`src/rtl/sid_pkg.sv`:
```
// Shared definitions for the SID voice blocks: envelope state encoding, register
// offsets, the ADSR rate period table and the exponential decay thresholds.
package sid_pkg;

  typedef enum logic [1:0] {
    ST_ATTACK        = 2'd0,
    ST_DECAY_SUSTAIN = 2'd1,
    ST_RELEASE       = 2'd2
  } env_state_e;

  localparam logic [4:0] OFS_GATE = 5'd4;
  localparam logic [4:0] OFS_AD   = 5'd5;
  localparam logic [4:0] OFS_SR   = 5'd6;

  localparam int unsigned RATE_PERIOD_W = 15;

  // Lower bound of each exponential band; the band below EXP_TH_30 is env == 0.
  localparam logic [7:0] EXP_TH_1  = 8'd94;
  localparam logic [7:0] EXP_TH_2  = 8'd55;
  localparam logic [7:0] EXP_TH_4  = 8'd27;
  localparam logic [7:0] EXP_TH_8  = 8'd15;
  localparam logic [7:0] EXP_TH_16 = 8'd7;
  localparam logic [7:0] EXP_TH_30 = 8'd1;

  function automatic logic [RATE_PERIOD_W-1:0] rate_period(input logic [3:0] idx);
    logic [RATE_PERIOD_W-1:0] p;
    case (idx)
      4'd0:    p = 15'd9;
      4'd1:    p = 15'd32;
      4'd2:    p = 15'd63;
      4'd3:    p = 15'd95;
      4'd4:    p = 15'd149;
      4'd5:    p = 15'd220;
      4'd6:    p = 15'd267;
      4'd7:    p = 15'd313;
      4'd8:    p = 15'd392;
      4'd9:    p = 15'd977;
      4'd10:   p = 15'd1954;
      4'd11:   p = 15'd3126;
      4'd12:   p = 15'd3907;
      4'd13:   p = 15'd11720;
      4'd14:   p = 15'd19532;
      default: p = 15'd31251;
    endcase
    return p;
  endfunction

  function automatic logic [4:0] exp_period(input logic [7:0] env);
    logic [4:0] p;
    if (env >= EXP_TH_1)       p = 5'd1;
    else if (env >= EXP_TH_2)  p = 5'd2;
    else if (env >= EXP_TH_4)  p = 5'd4;
    else if (env >= EXP_TH_8)  p = 5'd8;
    else if (env >= EXP_TH_16) p = 5'd16;
    else if (env >= EXP_TH_30) p = 5'd30;
    else                       p = 5'd1;
    return p;
  endfunction

endpackage

```
`src/rtl/sid_env_rate.sv`:
```
// ADSR rate prescaler: free-running tick counter compared against the selected
// period; issues a one-cycle step pulse on match.
module sid_env_rate
  import sid_pkg::*;
#(
  parameter int unsigned RATE_BITS = 15
) (
  input  logic       clk,
  input  logic       rst,
  input  logic       tick,
  input  logic [3:0] rate_sel,
  output logic       step
);

  logic [RATE_BITS-1:0] cnt_q;
  logic [RATE_BITS-1:0] cnt_d;
  logic [RATE_BITS-1:0] period_m1;

  // The counter is never cleared on a rate change, so a counter already past the
  // new terminal value runs on through the wrap before it can match again.
  always_comb begin
    period_m1 = RATE_BITS'(rate_period(rate_sel)) - RATE_BITS'(1);
    step      = tick && (cnt_q == period_m1);
    cnt_d     = cnt_q;
    if (tick) begin
      cnt_d = step ? '0 : cnt_q + RATE_BITS'(1);
    end
  end

  always_ff @(posedge clk or posedge rst) begin
    if (rst) cnt_q <= '0;
    else     cnt_q <= cnt_d;
  end

endmodule

```
`src/rtl/sid_adsr.sv`:
```
// SID ADSR envelope generator: register decode, three-state envelope FSM,
// exponential decay prescaler and the 8-bit envelope level.
module sid_adsr
  import sid_pkg::*;
#(
  parameter logic [4:0]  BASE_ADDR = 5'd0,
  parameter int unsigned RATE_BITS = 15,
  parameter bit          EXP_DECAY = 1'b1
) (
  input  logic       CLK,
  input  logic       RST,
  input  logic       TICK,
  input  logic       WR,
  input  logic [4:0] ADDR,
  input  logic [7:0] DATA,
  output logic [7:0] OUTPUT,
  output logic [1:0] ENV_STATE
);

  localparam logic [4:0] A_GATE = BASE_ADDR + OFS_GATE;
  localparam logic [4:0] A_AD   = BASE_ADDR + OFS_AD;
  localparam logic [4:0] A_SR   = BASE_ADDR + OFS_SR;

  logic       reg_gate_q, reg_gate_d;
  logic [3:0] att_q, att_d;
  logic [3:0] dec_q, dec_d;
  logic [3:0] sus_q, sus_d;
  logic [3:0] rel_q, rel_d;

  logic       gate_prev_q, gate_prev_d;
  env_state_e state_q, state_d, state_t;
  logic [7:0] env_q, env_d;
  logic [4:0] exp_cnt_q, exp_cnt_d;

  logic       gate_rise;
  logic [3:0] rate_sel;
  logic       step;
  logic [4:0] exp_next;
  logic [4:0] exp_per;
  logic       can_dec;

  always_comb begin
    reg_gate_d = reg_gate_q;
    att_d      = att_q;
    dec_d      = dec_q;
    sus_d      = sus_q;
    rel_d      = rel_q;
    if (WR) begin
      if (ADDR == A_GATE) begin
        reg_gate_d = DATA[0];
      end else if (ADDR == A_AD) begin
        att_d = DATA[7:4];
        dec_d = DATA[3:0];
      end else if (ADDR == A_SR) begin
        sus_d = DATA[7:4];
        rel_d = DATA[3:0];
      end
    end
  end

  // Gate edge first, so the rate for this tick already follows the new state.
  always_comb begin
    gate_prev_d = gate_prev_q;
    gate_rise   = 1'b0;
    state_t     = state_q;
    if (TICK) begin
      gate_prev_d = reg_gate_q;
      if (reg_gate_q && !gate_prev_q) begin
        gate_rise = 1'b1;
        state_t   = ST_ATTACK;
      end else if (!reg_gate_q && gate_prev_q) begin
        state_t = ST_RELEASE;
      end
    end
    case (state_t)
      ST_ATTACK:        rate_sel = att_q;
      ST_DECAY_SUSTAIN: rate_sel = dec_q;
      default:          rate_sel = rel_q;
    endcase
  end

  sid_env_rate #(
    .RATE_BITS (RATE_BITS)
  ) u_rate (
    .clk      (CLK),
    .rst      (RST),
    .tick     (TICK),
    .rate_sel (rate_sel),
    .step     (step)
  );

  always_comb begin
    state_d   = state_t;
    env_d     = env_q;
    exp_cnt_d = exp_cnt_q;
    exp_next  = exp_cnt_q + 5'd1;
    exp_per   = EXP_DECAY ? exp_period(env_q) : 5'd1;
    can_dec   = (state_t == ST_RELEASE) ? (env_q != 8'd0) : (env_q > {sus_q, sus_q});
    if (gate_rise) begin
      exp_cnt_d = '0;
    end
    if (step) begin
      case (state_t)
        ST_ATTACK: begin
          if (env_q == 8'hFF) begin
            state_d = ST_DECAY_SUSTAIN;
          end else begin
            env_d = env_q + 8'd1;
            if (env_q == 8'hFE) state_d = ST_DECAY_SUSTAIN;
          end
        end
        default: begin
          // A raised sustain level only stops the decay; it never pulls env up.
          if (exp_next >= exp_per) begin
            exp_cnt_d = '0;
            if (can_dec) env_d = env_q - 8'd1;
          end else begin
            exp_cnt_d = exp_next;
          end
        end
      endcase
    end
  end

  always_ff @(posedge CLK or posedge RST) begin
    if (RST) begin
      reg_gate_q  <= 1'b0;
      att_q       <= 4'h0;
      dec_q       <= 4'h0;
      sus_q       <= 4'hF;
      rel_q       <= 4'h0;
      gate_prev_q <= 1'b0;
      state_q     <= ST_RELEASE;
      env_q       <= 8'd0;
      exp_cnt_q   <= 5'd0;
    end else begin
      reg_gate_q  <= reg_gate_d;
      att_q       <= att_d;
      dec_q       <= dec_d;
      sus_q       <= sus_d;
      rel_q       <= rel_d;
      gate_prev_q <= gate_prev_d;
      state_q     <= state_d;
      env_q       <= env_d;
      exp_cnt_q   <= exp_cnt_d;
    end
  end

  assign OUTPUT    = env_q;
  assign ENV_STATE = state_q;

endmodule

```
`config.mk`:
```
export PLATFORM = sky130hd
export DESIGN_NAME = sid_adsr
export DESIGN_NICKNAME = d
export VERILOG_FILES = /design/src/rtl/sid_pkg.sv /design/src/rtl/sid_env_rate.sv /design/src/rtl/sid_adsr.sv
export SDC_FILE = /design/constraint.sdc
export NUM_CORES = 1
export LEC_CHECK = 0
export ABC_AREA = 0
export BUFFER_PORTS_ARGS = -buffer_cell sky130_fd_sc_hd__buf_2
export CAP_MARGIN = 20
export CORE_MARGIN = 2
export CORE_UTILIZATION = 60
export CTS_CLUSTER_DIAMETER = 30
export CTS_CLUSTER_SIZE = 28
export DETAILED_ROUTE_END_ITERATION = 12
export HOLD_SLACK_MARGIN = 0.03
export PLACE_DENSITY = 0.79
export SYNTH_ARGS = -nofsm -noshare
export SYNTH_HDL_FRONTEND = slang
export SYNTH_SLANG_ARGS = --single-unit
```
`constraint.sdc`:
```
create_clock -name CLK -period 8.54 [get_ports CLK]
set_input_delay 0 -clock CLK [delete_from_list [all_inputs] [get_ports CLK]]
set_output_delay 0 -clock CLK [all_outputs]
set_load 0.005 [all_outputs]
```
# --- After elaboration in Yosys (flattened, before gate mapping) ---
# Memories as Yosys holds them, arrays and structs flattened.
# Cells that the tools add are included.
classes:
  add_sub_neg: 5
  magnitude_cmp: 8
  eq_ne: 9
  mux: 26
  bitwise_logic: 2
  reduce_logical: 13
ops:
  columns: ["cell", "n"]
  rows:
  - ["5-bit 2-to-1 mux", 10]
  - ["8-bit 2-to-1 mux", 4]
  - ["8-bit equality test, second input constant", 2]
  - ["15-bit by 1-bit adder with 15-bit output, second input constant", 1]
  - ["15-bit equality test", 1]
  - ["5-bit by 3-bit equality test with 1-bit output, second input constant", 3]
  - ["15-bit 2-to-1 mux", 1]
  - ["15-bit by 1-bit subtractor with 15-bit output, second input constant", 1]
  - ["2-bit 2-to-1 mux", 7]
  - ["8-bit by 1-bit adder with 8-bit output, second input constant", 1]
  - ["8-bit by 1-bit >= comparator with 1-bit output, second input constant", 1]
  - ["8-bit by 3-bit >= comparator with 1-bit output, second input constant", 1]
  - ["8-bit by 4-bit >= comparator with 1-bit output, second input constant", 1]
  - ["8-bit by 5-bit >= comparator with 1-bit output, second input constant", 1]
  - ["8-bit by 6-bit >= comparator with 1-bit output, second input constant", 1]
  - ["8-bit by 7-bit >= comparator with 1-bit output, second input constant", 1]
  - ["8-bit > comparator", 1]
  - ["4-bit case mux with 2 select lines", 1]
  - ["4-bit AND reduction", 2]
  - ["8-bit nonzero test", 1]
  - ["8-bit by 1-bit subtractor with 8-bit output, second input constant", 1]
  - ["5-bit by 1-bit adder with 5-bit output, second input constant", 1]
  - ["5-bit >= comparator", 1]
  - ["2-bit nonzero test", 2]
  - ["10 further kinds", 16]
totals:
  reg_bits: 48
  romBits: 240
  inputBits: 17
  out_inout_bits: 10
  memories: 1
memory_table:
  columns: ["name", "words", "word_bits", "rd", "rd_ports_with_merged_regs", "wr", "line", "rtl"]
  rows:
  - ["(name not given)", 16, 15, 1, 0, 0, "sid_pkg.sv:27", "case (idx)"]

# --- Depth between registers and ports, before layout ---
# An unclocked memory read counts as a cell.
logic_depth:
  ltp_word: 12
  ltp_mapped: 20
  depth_no_buf: 18

# --- By module ---
# From an unflattened synthesis, not the netlist that was laid out.
hier_totals:
  cells_unflattened: 414
  hier_area_um2: 3983.8
by_module_without_submodules:
  columns: ["mod", "instances", "cells_per_inst", "area_each_um2"]
  rows:
  - ["sid_adsr", 1, 215, 2213.4]
  - ["sid_env_rate", 1, 199, 1770.4]

# --- Worst setup path before layout ---
# Ideal clock, no wire load.
synth_timing:
  path_kind: "register to register"
  startpoint: "reg state_q[1] (netlist: ENV_STATE[1])"
  endpoint: "reg exp_cnt_q[2]"
  t_arrival_ps: 4469
  t_required_ps: 8416
  slack_ps: 3947
  stages_incl_launch_ff: 20
  n_path_buf: 4
  synth_period_minus_slack_ps: 4593
  path_cell_list: "dfstp_2 > buf_6 > o2bb2ai_1 > and3_1 > or4_1 > clkbuf_1 > ha_1 > clkbuf_1 > inv_1 > a221o_1 > nand2_1 > ha_1 > a21boi_0 > and4bb_2 > xnor2_1 > nor4b_1 > nand4_1 > buf_4 > mux2i_1 > or2_1"
synth_via:
  elab_chain_len: 10
  elab_cells_between_ends: 12
synth_lines:
  columns: ["element", "line", "rtl"]
  rows:
  - ["start: declaration", "sid_adsr.sv:31", "env_state_e state_q, state_d, state_t;"]
  - ["start signal: assignment", "sid_adsr.sv:143", "state_q <= state_d;"]
  - ["2-bit 2-to-1 mux", "sid_adsr.sv:71", "end else if (!reg_gate_q && gate_prev_q) begin"]
  - ["2-bit 2-to-1 mux", "sid_adsr.sv:68", "if (reg_gate_q && !gate_prev_q) begin"]
  - ["2-bit 2-to-1 mux (*)", "sid_adsr.sv:66", "if (TICK) begin"]
  - ["2-bit by 1-bit equality test with 1-bit output or 2-bit zero test (tied branches)", "sid_adsr.sv:75, sid_adsr.sv:103", null]
  - ["4-bit case mux with 2 select lines", "sid_adsr.sv:75", "case (state_t)"]
  - ["memory 16 x 15 bit", null, null]
  - ["15-bit by 1-bit subtractor with 15-bit output", "sid_env_rate.sv:22", "period_m1 = RATE_BITS'(rate_period(rate_sel)) - RATE_BITS'(1);"]
  - ["15-bit equality test", "sid_env_rate.sv:23", "step = tick && (cnt_q == period_m1);"]
  - ["1-bit logical AND", "sid_env_rate.sv:23", null]
  - ["5-bit 2-to-1 mux (*)", "sid_adsr.sv:102", "if (step) begin"]
  - ["named net exp_cnt_d[2]", "sid_adsr.sv:33", "logic [4:0] exp_cnt_q, exp_cnt_d;"]
  - ["end signal: assignment", "sid_adsr.sv:145", "exp_cnt_q <= exp_cnt_d;"]
  - ["end: declaration", "sid_adsr.sv:33", null]
# The timed path passes the listed nets; every way through them passes the cells marked *.
# A chain may end at the register's enable or synchronous reset.

# --- Worst setup path in the final report ---
layout_timing:
  startpoint: "reg state_q[1] (netlist: ENV_STATE[1])"
  endpoint: "reg exp_cnt_q[0]"
# The elaborated chain is that of the path after synthesis.

==> impl_results.md <==
- Syn_area_per_cell: 8.73 um^2
- Full die area: 7910 um^2
- Clk slew on worst S/H paths: 0.09 ns
- Root buf cell: clkbuf_8
- H-tree depth: 2
- Outcome: complete, no violations
- Worst EP arrival: 5.74 ns
- Synth unique cells: 82
- Num rows: 30
- N_diodes: 0
- Commonest non-fill, non-tap cell in the layout: nand2_1
- Seq/Total Area, Yosys: 27.9%
- Maximum vdd ir drop: 114 uV
- Hold Crit Class: input port to flip-flop
- Layout cells sized above 1: 16.3%
- RSZ-0062 raised after global routing: false
- Boundary pin count: 27
- Count of final max-slew check failures: 0
- Post-Layout Cell Count: 611
- Synth Flop Type: dfrtp_1
- Switch share: 45.6%
- Post-Synthesis Cell Area: 4330 um^2
- Synth Warn #: 0
- Min cycle time layout: 5.51 ns
- Sink Count: 48
- Die Span X: 88.9 um
- Drt pass-1 iters: 5
- Slew HR: 44.1%
- Hold slack: 0.0728 ns
- Grt total ovfl: 0
- DPL Wire Length: 7720 um
- DRT iter0 DRCs: 239
- Nets: 563
- Pleak: 2.16 nW
- PD cells: 267 nW/um^2
- Drt drc: 0
- Flop2flop setup slack: 3.03 ns
- Largest net degree at the start of global routing: 49
- Setup ws final: 3.03 ns
- Reg power frac: 26.2%
- Syn_nets: 545
- First-pass GRT wire length: 17,700 um
- Clk buf depth: 2
- Share of the synthesized area in the top cell type: 24.9%
- Number of global-route vias before repair: 3,762
- DRT Wirelength: 10,600 um
- Core box area: 6870 um^2
- Element type at the critical path end: flip-flop
- Die H: 88.9 um
- Final ANT Viol Nets: 0
- Most frequent cells in the layout: nand2_1, dfrtp_1, nor2_1
- Internal power: 0.684 mW
- Initial antenna violation count: 0
- Final hold vios: 0
- Syn Inst Count: 496
- Starting Density: 63.0%
- Clk_lat worst skew: 0.31 ns
- Max Clock Freq: 182 MHz
- DR vias: 3,874
- Crit share post-route: 64.5%
- Total CTS buffers: 5
- Layout area overhead: 8.67%
- WS Path Type: flip-flop to flip-flop
- Leading area contributor after synthesis: dfrtp_1
- Psw: 0.574 mW
- Required @ worst endpoint: 8.77 ns
- WL per Instance: 17.3 um
- #FFs+latches synth: 48
- Combinational fraction of design power: 57.9%
- Maxcap violations: 0
- Global-route total usage across every layer: 28.5%
- Placed inst area: 4460 um^2
- CTS tree: done
- Placed Cells incl. Taps: 593
- Clock power frac: 15.9%
- Pre-CTS setup slack: 3.13 ns
- Async set-reset flop share out of synthesis: 100%
- I/O Buffers: 26
- Setup Viol. Count Final: 0
- Design area: 4700 um^2
- Via density: 6.34
- Placer Congestion: 0.963
- Setup Skew: 0.0121 ns
- Fin Setup TNS: 0 ns
- Worst-Margin Slew: 0.835 ns
- Largest fanout on the critical path: 17
- Synth area leaders: dfrtp_1, ha_1, nand2_1, mux2_2, xor2_1
- Post-synth EDFFs: 0
- Crit path launch type: flip-flop
- Post-CTS Setup Bufs: 0
## final timing paths
check	to	cells after the start	startpoint
max in group asynchronous	ENV_STATE[1]	4	RST
worst max register to register	exp_cnt_q[0]	15	ENV_STATE[1]
worst max-delay path	exp_cnt_q[0]	15	ENV_STATE[1]
min in group asynchronous	sus_q[1]	3	RST
worst min register to register	dec_q[0]	1	dec_q[0]
worst min-delay path	reg_gate_q	3	ADDR[0]
## cells by family after synthesis
kind of cell | share of synthesized area (%)
adder cells (fa/ha/maj) | 9.25
flip-flops | 27.9
buffers and inverters | 4.91
multiplexers | 6.74
AO/OA/AOI/OAI | 17.8
AND/OR/NAND/NOR | 24.6
XOR/XNOR | 8.76
## metal layers
layer | GRT usage (%) | wire length [um] | up-vias | share of wire, %
li1 | - | - | 1834 | -
met3 | 4.06 | 525 | 26 | 5.0
met5 | 0 | 0 | - | 0
met1 | 36.0 | 4560 | 1870 | 43
met2 | 50.5 | 5270 | 144 | 50
met4 | 8.68 | 233 | 0 | 2.2
## repair_timing
item / in CTS / in global routing
resized for setup: 0 / 0
hold endpoints to repair: 60 / 0
hold buffers: 9 / 0
## final cells by class
class	count	area (um^2)
fillers	576	2170
multi-input cells	400	2910
clock inverters	3	68.8
clock buffers	5	68.8
flip-flops and latches	48	1210
well taps	96	120
inverters	22	82.6
repair buffers	37	248
## state kept, by name (all words and copies together), names as in the netlist
| register | cells |
|---|---|
| gate_prev_q | 1 |
| reg_gate_q | 1 |
| ENV_STATE | 2 |
| dec_q | 4 |
| exp_cnt_q | 5 |
| OUTPUT | 8 |
| rel_q | 4 |
| sus_q | 4 |
| u_rate.cnt_q | 15 |
| att_q | 4 |
## power by group through the flow
stage | registers, mW | clock network [mW] | logic [mW]
after floorplan | 0.302 | 0 | 0.583
after global placement | 0.328 | 0 | 0.681
after detailed placement | 0.330 | 0 | 0.702
after CTS | 0.326 | 0.200 | 0.712
after global routing | 0.335 | 0.210 | 0.802
final | 0.330 | 0.200 | 0.728
## synth_stat cells (12+ instances only)
master / number
o21ai_0: 13
nand3_1: 13
mux2_2: 17
nand2_1: 54
xor2_1: 20
dfrtp_1: 43
nor2_1: 41
nand4_1: 12
xnor2_1: 17
a21oi_1: 23
ha_1: 32
clkbuf_1: 17
inv_1: 19
## stage by stage
step	utilization, %	total power [mW]
3_5_place_dp	64.9	1.03
3_3_place_gp	64.9	1.01
4_1_cts	68.2	1.24
5_1_grt	68.5	1.35
6_report	68.5	1.26
2_1_floorplan	-	0.885
## worst max-delay path: stages, from the launching register on
cell,delay [ns]
dfstp_2,0.72
o2bb2ai_1,0.22
and3_1,0.23
or4_1,0.71
ha_1,0.50
inv_1,0.09
a221o_1,0.34
nand2_1,0.13
ha_1,0.27
a21boi_0,0.35
and4bb_2,0.31
xnor2_1,0.15
nor4b_1,0.26
nand4_1,0.48
nor2_2,0.43
mux2i_1,0.24
No activity file was read; power rests on OpenSTA's default activity.
